==> config.mk <==
export PLATFORM = sky130hd
export DESIGN_NAME = unified_mem_arbiter
export DESIGN_NICKNAME = d
export VERILOG_FILES = /design/src/rtl/unified_mem_arbiter.sv
export SDC_FILE = /design/constraint.sdc
export NUM_CORES = 1
export LEC_CHECK = 0
export CELL_PAD_IN_SITES_DETAIL_PLACEMENT = 0
export CELL_PAD_IN_SITES_GLOBAL_PLACEMENT = 1
export CORE_MARGIN = 4
export CORE_UTILIZATION = 28
export DETAILED_ROUTE_END_ITERATION = 10
export GPL_TIMING_DRIVEN = 0
export PLACE_DENSITY_LB_ADDON = 0.1
export SLEW_MARGIN = 20
export SYNTH_ARGS = -nofsm -noshare
export SYNTH_HDL_FRONTEND = slang
export SYNTH_SLANG_ARGS = --single-unit
==> constraint.sdc <==
create_clock -name clk -period 2.26 [get_ports clk]
set_clock_uncertainty 0.2 [all_clocks]
set_input_delay 0.452 -clock clk [delete_from_list [all_inputs] [get_ports clk]]
set_output_delay 0.452 -clock clk [all_outputs]
set_load 0.05 [all_outputs]
==> src/rtl/unified_mem_arbiter.sv <==
`default_nettype none
// ============================================================================
//  Module   : unified_mem_arbiter
//  Purpose  : Shares one single-ported, variable-latency unified memory
//             between the F-stage fetch port and the M-stage data port.
//             Data accesses win arbitration, but a saturating starvation
//             counter forces a fetch grant after STARVE_MAX consecutive
//             data grants made while a fetch was waiting. Combinational
//             stall requests freeze the front end (stall_f) or the whole
//             pipe (stall_m) while a port waits for memory.
//  Revision : 1.0  initial release
// ----------------------------------------------------------------------------
//  Ports
//    clk, rst                    rising-edge clock, sync active-high reset
//    if_req/if_addr              fetch request (held until if_ack)
//    if_rdata/if_ack             fetched word, one-cycle completion pulse
//    dm_req/dm_we/dm_addr/dm_wdata  data request (held until dm_ack)
//    dm_rdata/dm_ack             load data, one-cycle completion pulse
//    mem_en/mem_we/mem_addr/mem_wdata  one-cycle command to memory
//    mem_rdata/mem_valid         memory response (>=1 cycle after mem_en)
//    stall_f, stall_m            hazard-unit stall requests
// ============================================================================
module unified_mem_arbiter #(
  parameter int AW         = 32,
  parameter int DW         = 32,
  parameter int STARVE_MAX = 4
) (
  input  logic          clk,
  input  logic          rst,
  input  logic          if_req,
  input  logic [AW-1:0] if_addr,
  output logic [DW-1:0] if_rdata,
  output logic          if_ack,
  input  logic          dm_req,
  input  logic          dm_we,
  input  logic [AW-1:0] dm_addr,
  input  logic [DW-1:0] dm_wdata,
  output logic [DW-1:0] dm_rdata,
  output logic          dm_ack,
  output logic          mem_en,
  output logic          mem_we,
  output logic [AW-1:0] mem_addr,
  output logic [DW-1:0] mem_wdata,
  input  logic [DW-1:0] mem_rdata,
  input  logic          mem_valid,
  output logic          stall_f,
  output logic          stall_m
);

  localparam logic [1:0] ST_IDLE  = 2'd0;
  localparam logic [1:0] ST_ISSUE = 2'd1;
  localparam logic [1:0] ST_WAIT  = 2'd2;
  localparam logic [1:0] ST_RESP  = 2'd3;

  localparam logic [1:0] OWN_NONE = 2'd0;
  localparam logic [1:0] OWN_I    = 2'd1;
  localparam logic [1:0] OWN_D    = 2'd2;

  localparam logic [3:0] STARVE_LIM = 4'(STARVE_MAX);

  logic [1:0]    state_q, state_d;
  logic [1:0]    owner_q, owner_d;
  logic [3:0]    starve_cnt_q, starve_cnt_d;
  logic          if_ack_q, if_ack_d;
  logic          dm_ack_q, dm_ack_d;
  logic          mem_en_q, mem_en_d;
  logic          mem_we_q, mem_we_d;
  logic [AW-1:0] mem_addr_q, mem_addr_d;
  logic [DW-1:0] mem_wdata_q, mem_wdata_d;
  logic [DW-1:0] if_rdata_q, if_rdata_d;
  logic [DW-1:0] dm_rdata_q, dm_rdata_d;
  logic          data_wins;

  // Data wins unless a fetch is waiting and has already been passed over
  // STARVE_MAX times in a row.
  assign data_wins = dm_req && ((starve_cnt_q < STARVE_LIM) || !if_req);

  always_comb begin
    state_d      = state_q;
    owner_d      = owner_q;
    starve_cnt_d = starve_cnt_q;
    if_ack_d     = 1'b0;
    dm_ack_d     = 1'b0;
    mem_en_d     = 1'b0;
    mem_we_d     = mem_we_q;
    mem_addr_d   = mem_addr_q;
    mem_wdata_d  = mem_wdata_q;
    if_rdata_d   = if_rdata_q;
    dm_rdata_d   = dm_rdata_q;

    case (state_q)
      ST_IDLE: begin
        if (data_wins) begin
          // Command fields are captured here so the requester only has to
          // hold them up to the grant edge.
          owner_d     = OWN_D;
          state_d     = ST_ISSUE;
          mem_en_d    = 1'b1;
          mem_we_d    = dm_we;
          mem_addr_d  = dm_addr;
          mem_wdata_d = dm_wdata;
          if (if_req) begin
            starve_cnt_d = (starve_cnt_q >= STARVE_LIM) ? STARVE_LIM
                                                        : starve_cnt_q + 4'd1;
          end else begin
            starve_cnt_d = 4'd0;
          end
        end else if (if_req) begin
          owner_d      = OWN_I;
          state_d      = ST_ISSUE;
          mem_en_d     = 1'b1;
          mem_we_d     = 1'b0;
          mem_addr_d   = if_addr;
          starve_cnt_d = 4'd0;
        end
      end
      ST_ISSUE: begin
        // Write enable is confined to the single command cycle.
        mem_we_d = 1'b0;
        state_d  = ST_WAIT;
      end
      ST_WAIT: begin
        if (mem_valid) begin
          state_d = ST_RESP;
          if (owner_q == OWN_D) begin
            dm_rdata_d = mem_rdata;
            dm_ack_d   = 1'b1;
          end else begin
            if_rdata_d = mem_rdata;
            if_ack_d   = 1'b1;
          end
        end
      end
      ST_RESP: begin
        // The ack is visible this cycle; requests are not re-sampled here.
        state_d = ST_IDLE;
        owner_d = OWN_NONE;
      end
      default: begin
        state_d = ST_IDLE;
        owner_d = OWN_NONE;
      end
    endcase
  end

  always_ff @(posedge clk) begin
    if (rst) begin
      state_q      <= ST_IDLE;
      owner_q      <= OWN_NONE;
      starve_cnt_q <= 4'd0;
      if_ack_q     <= 1'b0;
      dm_ack_q     <= 1'b0;
      mem_en_q     <= 1'b0;
      mem_we_q     <= 1'b0;
      mem_addr_q   <= '0;
      mem_wdata_q  <= '0;
      if_rdata_q   <= '0;
      dm_rdata_q   <= '0;
    end else begin
      state_q      <= state_d;
      owner_q      <= owner_d;
      starve_cnt_q <= starve_cnt_d;
      if_ack_q     <= if_ack_d;
      dm_ack_q     <= dm_ack_d;
      mem_en_q     <= mem_en_d;
      mem_we_q     <= mem_we_d;
      mem_addr_q   <= mem_addr_d;
      mem_wdata_q  <= mem_wdata_d;
      if_rdata_q   <= if_rdata_d;
      dm_rdata_q   <= dm_rdata_d;
    end
  end

  assign if_ack    = if_ack_q;
  assign dm_ack    = dm_ack_q;
  assign if_rdata  = if_rdata_q;
  assign dm_rdata  = dm_rdata_q;
  assign mem_en    = mem_en_q;
  assign mem_we    = mem_we_q;
  assign mem_addr  = mem_addr_q;
  assign mem_wdata = mem_wdata_q;

  assign stall_f = if_req & ~if_ack_q;
  assign stall_m = dm_req & ~dm_ack_q;

endmodule
`default_nettype wire

* Yosys cells after proc, flatten, opt, wreduce, memory -nomap -nowiden
Index checks and enable logic that the tools add are counted.
W data, S select, Z words.
** Word-level totals
- Register bits :: 140
- Bits of input ports :: 134
** Operators by class
- Add/subtract/negate cells :: 1
- Magnitude comparators :: 2
- Eq/ne operators :: 6
- Muxes and demuxes :: 19
- Bitwise operators :: 8
- Reduce and logical (&&, ||, !) cells :: 16
** Operators by type and width (count)
- $mux W32 :: 2
- $mux W4 :: 4
- $reduce_and A2 Y1 :: 5
- $mux W2 :: 4
- $pmux W2 S4 :: 1
- $eq A2 B2 Y1 const B :: 3
- $mux W1 :: 6
- $not A1 Y1 :: 6
- $reduce_and A3 Y1 :: 2
- $reduce_bool A2 Y1 :: 3
- $add A4 B1 Y4 const B :: 1
- $ge A4 B3 Y1 const B :: 1
- $lt A4 B3 Y1 const B :: 1
- $pmux W2 S2 :: 1
- $ne A3 B3 Y1 const B :: 1
- $reduce_or A3 Y1 :: 1
- $and A1 B1 Y1 :: 2
- $eq A2 B1 Y1 const B :: 1
- $logic_not A2 Y1 :: 1
- $ne A2 B2 Y1 const B :: 1
- $pmux W1 S2 :: 1
- $reduce_or A2 Y1 :: 1
- $logic_and A1 B1 Y1 :: 1
- $logic_not A1 Y1 :: 1
- $logic_or A1 B1 Y1 :: 1

* Depth between registers and ports, before layout
Gate-level depths: netlist of the first run.
- Word-level depth :: 5
- Gate-level depth with buffers :: 7
- Depth with buffers taken out :: 5

* Least setup slack after synthesis of the first run
Ideal clock, no wire load.
- Kind :: input port to output port
- Start point :: in if_req
- End point :: out stall_f
- Arrival time :: 1331 ps
- Data required time :: 1608 ps
- Path slack :: 277 ps
- Stages on the path :: 2
- Buffers on the path :: 1
- Cells stage by stage :: buf_2 -> nor2b_1
** Between the ends
- Longest elaborated chain between the ends :: 1
** RTL lines
- start: declaration :: line 30 : input logic if_req,
- $and A1 B1 Y1 :: line 183 : assign stall_f = if_req & ~if_ack_q;
- end: declaration :: line 46 : output logic stall_f,
Every way passes these cells.

* Worst setup path after layout of the first run
- Start point :: reg mem_addr_q[11], in the netlist mem_addr[11]
- End point :: out mem_addr[11]
** RTL lines
- start: declaration :: line 68 : logic [AW-1:0] mem_addr_q, mem_addr_d;
- start signal: assignment :: line 167 : mem_addr_q <= mem_addr_d;
- end: declaration :: line 42 : output logic [AW-1:0] mem_addr,
No word-level cell between the ends.

==> results of run 1 <==
-- metal layers --
layer	share of wire, %	GRT usage, %
met3	7.3	5.76
met1	41	21.3
met5	0	0
met4	1.9	6.29
met2	50	32.9
-- where the power goes --
group | switching, W | total, W | internal [W]
clock | 0.00111 | 0.00273 | 0.00163
sequential | 0.000197 | 0.00304 | 0.00284
combinational | 0.00237 | 0.00359 | 0.00122
-- how the worst max path moves through the flow --
stage,start,endpoint
after global routing,mem_wdata[10]$_SDFFE_PP0P_,mem_wdata[10]
after global placement,dm_req,stall_m
final,mem_addr[11]$_SDFFE_PP0P_,mem_addr[11]
after detailed placement,dm_req,stall_m
after CTS,if_rdata[1]$_SDFFE_PP0P_,if_rdata[1]
after floorplan,if_req,stall_f
-- final cells by class --
type / instances / share of cell area [%]
clock inverters: 14 / 1.57
inverters: 2 / 0.0820
repair buffers: 265 / 30.5
flip-flops and latches: 140 / 30.6
multi-input cells: 439 / 25.5
plain buffers: 69 / 3.47
clock buffers: 18 / 4.69
well taps: 260 / 3.55
-- kinds of logic after synthesis --
family,Yosys count,share of synthesized area (%)
AO/OA/AOI/OAI,239,24.3
adder cells (fa/ha/maj),6,1.38
buffers and inverters,71,5.94
flip-flops,140,51.4
AND/OR/NAND/NOR,194,17.0
-- registers in the layout (all words and copies together) (netlist names) --
signal,cells
dm_rdata,32
state_q,2
if_rdata,32
mem_wdata,32
owner_q,2
mem_we,1
starve_cnt_q,4
dm_ack,1
mem_addr,32
mem_en,1
if_ack,1
-- layout by cell type, fill, tap and decap left out, drive strengths merged, types with 2 or more instances in the layout --
master,instances
inv,5
or3b,2
nand2b,3
buf,30
nor2b,3
dfxtp,140
nand4b,2
clkbuf,58
ha,6
clkinvlp,5
nand2,68
nor3,3
nand3,98
bufinv,2
o21ai,69
and2,3
clkinv,4
clkdlybuf4s50,199
nor2,4
a21oi,135
dlygate4sd2,4
dlymetal6s2s,61
a32oi,32
-- stage by stage --
step                instance area (sq um)  hold slack [ns]
finish                               9150            0.200
global route                         9150            0.215
CTS                                  8990            0.184
detailed placement                   8430            0.247
global placement                     8430            0.244
floorplan                            5450            0.248
-- what timing repair did --
item / CTS / global route
cloned: 0 / 0
endpoints found under the setup margin: 5 / 63
gates resized for setup: 9 / 64
setup buffers: 0 / 0
==> flow_summary.json, run 1 <==
{
  "die_height_um": 148,
  "multi_input_area_sq_um": 2330,
  "cap_viol_max_count": 0,
  "insertion_delay_ns": 0.41,
  "antenna_found_initial": 0,
  "path_delay_family": "buffers and inverters",
  "rsz0062_at_grt": "no",
  "area_growth_pct": 67.8,
  "cp.arrival_ns": 1.58,
  "ir_drop_mv": 0.559,
  "slowest_stage": "clkdlybuf4s50_1",
  "async_reset_ff_share_pct": 0,
  "port-buffer-count": 265,
  "whs_path_depth": 3,
  "cts_made_buffers": 17,
  "seqCellArea_sq_um": 2800,
  "rr_startpoint": "state_q[1]$_SDFFE_PP0P_",
  "place_inst": 1175,
  "fin_tns_setup_ns": 0,
  "synth_cell_types": 32,
  "drive_gt1_share_pct": 6.76,
  "clock_sinks": 140,
  "drt_iter0_drc": 240,
  "synth_edf_count": 0,
  "vias_per_cell": 4.91,
  "synth_ff_type": "dfxtp_1",
  "period_share_pct": 98.7,
  "crit_chain": "clkdlybuf4s50_1",
  "ys_ff_latch": 140,
  "finish.utilization_pct": 48.3,
  "start_util_pct": 28.8,
  "cp.depth": 1,
  "synth_top_cells_by_area": "dfxtp_1 (51%), a21oi_1 (12%), nand3_1 (9.0%), o21ai_0 (6.2%), a32oi_1 (5.1%)",
  "pwr_density_cell_nw_per_um2": 1020,
  "r2r-end": "mem_addr[11]$_SDFFE_PP0P_",
  "tritoncts": "done",
  "yosysTopAreaCellShare_pct": 51.4,
  "setup_ws_ns": 0.0287,
  "ctsRootBufferMaster": "clkbuf_16",
  "cts.htree.levels": 4,
  "coreArea_sq_um": 19000,
  "grt_pass1_wl_um": 32100,
  "holdPathEnd": "starve_cnt_q[0]$_SDFFE_PP0P_",
  "clockBufferDepth": 2,
  "finalNonFillerCells": 1207,
  "yosysMostFrequentCell": "dfxtp_1",
  "fp.dieArea_sq_um": 21800,
  "route.detailed.drc": 0,
  "cp-end-kind": "output pin",
  "gp_congestion": 0.825,
  "worstSetupStartpointType": "register",
  "ctsHoldBuffers": 0,
  "slew_violations": 0,
  "critPathKind": "register to output pin",
  "vias": 5930,
  "yosys.area.top_type": "dfxtp_1",
  "firstDrtPassIters": 5,
  "synth_area_sq_um": 5450,
  "nets": 1074,
  "reg2reg_depth": 7,
  "grt_max_degree": 17,
  "finalSetupViolCount": 0,
  "period_minus_slack_ns": 2.23,
  "crit_fanout": 2,
  "grt_pass1_vias": 6016,
  "r2r_slack_ns": 0.21,
  "track_usage_pct": 18.6,
  "outcome": "finished clean",
  "synthTopCellsByCount": "dfxtp_1 (140), a21oi_1 (135), nand3_1 (98)",
  "nFillCells": 1846,
  "fp.dieW_um": 148,
  "antenna_cells": 0,
  "top_level_ports": 268,
  "grt_remaining_overflow": 0,
  "fp-row-count": 50,
  "clk_pin_slew_ns": 0.06,
  "wl_um": 21100,
  "syn_avg_cell_area_sq_um": 8.39,
  "critPathRequiredTime_ns": 1.61,
  "max_clock_freq_mhz": 448,
  "p_total_w": 0.00937,
  "hold_viol_final": 0,
  "netlist_instances": 650,
  "syn-num-nets": 790,
  "p_leak_nw": 4.16,
  "antenna_left": 0,
  "worst_pin_slew_ns": 0.697,
  "wl_per_cell_um": 17.4,
  "seq_area_frac_synth_pct": 51.4,
  "critPathMaxStageDelay_ns": 0.82,
  "slew-limit-headroom_pct": 53.5,
  "cp_num_buf_inv": 1,
  "min-delay-path-class": "primary input to register",
  "min_from": "if_req",
  "hpwl_um": 16000,
  "post-place-ws_ns": -0.466,
  "yosysWarnings": 0
}
(Power assumes the default switching activity.)
==> run 2, diff against run 1 <==
--- a/config.mk
+++ b/config.mk
@@ -8,7 +8,8 @@
 export CELL_PAD_IN_SITES_DETAIL_PLACEMENT = 0
 export CELL_PAD_IN_SITES_GLOBAL_PLACEMENT = 1
 export CORE_MARGIN = 4
-export CORE_UTILIZATION = 28
+export CORE_UTILIZATION = 29
+export CTS_BUF_LIST = sky130_fd_sc_hd__clkbuf_4
 export DETAILED_ROUTE_END_ITERATION = 10
 export GPL_TIMING_DRIVEN = 0
 export PLACE_DENSITY_LB_ADDON = 0.1
==> run 2 against run 1 <==
  * Clock power fell by 44%
  * Die area fell by 3.3%
  * Worst setup slack improved by 0.099 ns
  * Core utilization fell by 1.7 points
  * Critical path depth rose by 2
  * Count of clock-buffer cells in the layout fell by 1
  * Largest cell class is now sequential cells
  * Routed wire length fell by 1.3%
  * Global-route usage rose by 0.24 points
  * Critical path type is now primary input to output pin
  * Largest power group unchanged
  * Final area fell by 7.3%
  * Via count fell by 1.2%
  * Total power fell by 15%
==> flow_summary.json, run 2 (synthesized netlist as in run 1, its figures left out) <==
{
  "outcome": "finished clean",
  "period_share_pct": 94.3,
  "ctsRootBufferMaster": "clkbuf_4",
  "grt_max_degree": 17,
  "finalSetupViolCount": 0,
  "rr_startpoint": "state_q[1]$_SDFFE_PP0P_",
  "wl_um": 20800,
  "hold_viol_final": 0,
  "clk_pin_slew_ns": 0.11,
  "min-delay-path-class": "primary input to register",
  "layout_commonest_cell": "dfxtp_1",
  "clock_sinks": 140,
  "p_total_w": 0.00794,
  "vias": 5859,
  "ir_drop_mv": 0.323,
  "cts_made_buffers": 17,
  "min_from": "if_req",
  "critPathKind": "primary input to output pin",
  "pwr_density_cell_nw_per_um2": 935,
  "place_inst": 1144,
  "layout_common_cells": "dfxtp_1 (140), a21oi_1 (135), dlygate4sd2_1 (133), clkdlybuf4s50_1 (131), nand3_1 (98)",
  "met1_usage_pct": 22.2,
  "busiest_layer": "met2",
  "rsz0062_at_grt": "no",
  "die_height_um": 145,
  "route.detailed.drc": 0,
  "p_leak_nw": 3.50,
  "critPathRequiredTime_ns": 1.61,
  "fp.dieArea_sq_um": 21100,
  "dpl_cell_area_sq_um": 8390,
  "grtUsageMet3_pct": 6.24,
  "track_usage_pct": 18.8,
  "fin_area_sq_um": 8490,
  "grt_pass1_vias": 5975,
  "firstDrtPassIters": 5,
  "cp.arrival_ns": 1.48,
  "antenna_left": 0,
  "worst_pin_slew_ns": 0.723,
  "nFillCells": 1844,
  "cts.htree.levels": 4,
  "max_clock_freq_mhz": 469,
  "crit_chain": "clkdlybuf4s50_1 -> nor2b_1 -> buf_2",
  "area_growth_pct": 55.6,
  "gp_congestion": 0.791,
  "ctsHoldBuffers": 0,
  "worstSetupStartpointType": "primary input",
  "period_minus_slack_ns": 2.13,
  "vias_per_cell": 4.98,
  "crit_fanout": 7,
  "slew_violations": 0,
  "finish.utilization_pct": 46.6,
  "top_level_ports": 268,
  "insertion_delay_ns": 0.51,
  "cp-end-kind": "output pin",
  "wl_per_cell_um": 17.7,
  "slew-limit-headroom_pct": 51.8,
  "antenna_found_initial": 2,
  "tritoncts": "done",
  "start_util_pct": 30.0,
  "cap_viol_max_count": 0,
  "nets": 1074,
  "critPathMaxStageDelay_ns": 0.58,
  "hpwl_um": 15800,
  "fp-row-count": 49,
  "finalNonFillerCells": 1177,
  "coreArea_sq_um": 18200,
  "fp.dieW_um": 145,
  "postCtsSetupRepairBufs": 0,
  "clockBufferDepth": 2,
  "grt_remaining_overflow": 0,
  "port-buffer-count": 265,
  "grt_pass1_wl_um": 32200,
  "drt_iter0_drc": 230,
  "crit_path_start": "dm_req",
  "fin_tns_setup_ns": 0,
  "drive_gt1_share_pct": 6.24,
  "slowest_stage": "clkdlybuf4s50_1",
  "global_route.usage.met2_pct": 32.9
}
run 2: changes by cell type in the layout (fill, tap and decap cells not counted), moves of 5 or more:
cell,before,now
clkbuf_16,17,0
clkbuf_4,0,17
clkdlybuf4s50_1,199,131
clkinv_1,0,5
dlygate4sd2_1,4,133
dlymetal6s2s_1,61,0
run 2: power breakdown:
part	total, W	switching, W	internal [W]
logic	0.00338	0.00237	0.00101
registers	0.00302	0.000187	0.00284
clock network	0.00153	0.000902	0.000632
run 2: what timing repair did:
item | in CTS | in global routing
resized for setup | 136 | 5
endpoints found under the hold margin | 0 | 0
setup endpoints to repair | 134 | 16
run 2: area by class of cell:
class | count | area, sq um | area share, %
multi-input combinational | 439 | 2330 | 27.5
antenna | 2 | 5.00 | 0.0590
buffer | 69 | 318 | 3.74
sequential | 140 | 2800 | 33.0
clock inverter | 14 | 129 | 1.52
tap | 229 | 287 | 3.38
inverter | 2 | 7.51 | 0.0885
clock buffer | 17 | 128 | 1.50
timing repair buffer | 265 | 2480 | 29.2
run 2: path summary, 6_finish.rpt:
check,endpoint,slack [ns],cells past startpoint
worst max-delay path,stall_m,0.13,3
worst min-delay path,starve_cnt_q[2]$_SDFFE_PP0P_,0.09,3
worst max register to register,mem_addr[11]$_SDFFE_PP0P_,0.15,7
worst min register to register,dm_rdata[18]$_SDFFE_PP0P_,0.26,2
run 2: routing by layer:
layer  routed length (um)  up-vias
li1                     -     2890
met1                 8700     2741
met2                10200      211
met3                 1540       17
met4                  328        0
met5                    0        -
run 2: critical path, delay by kind of cell:
kind	cells	cell delay, ns
buffers and inverters	2	0.87
and+or+nand+nor	1	0.15
run 2: stage by stage:
step | hold WS [ns] | worst slack, ns
finish | 0.0851 | 0.128
global placement | 0.243 | -0.445
global route | 0.0452 | 0.00339
detailed placement | 0.247 | -0.448
CTS | 0.0282 | 0.00219
floorplan | 0.248 | 0.277
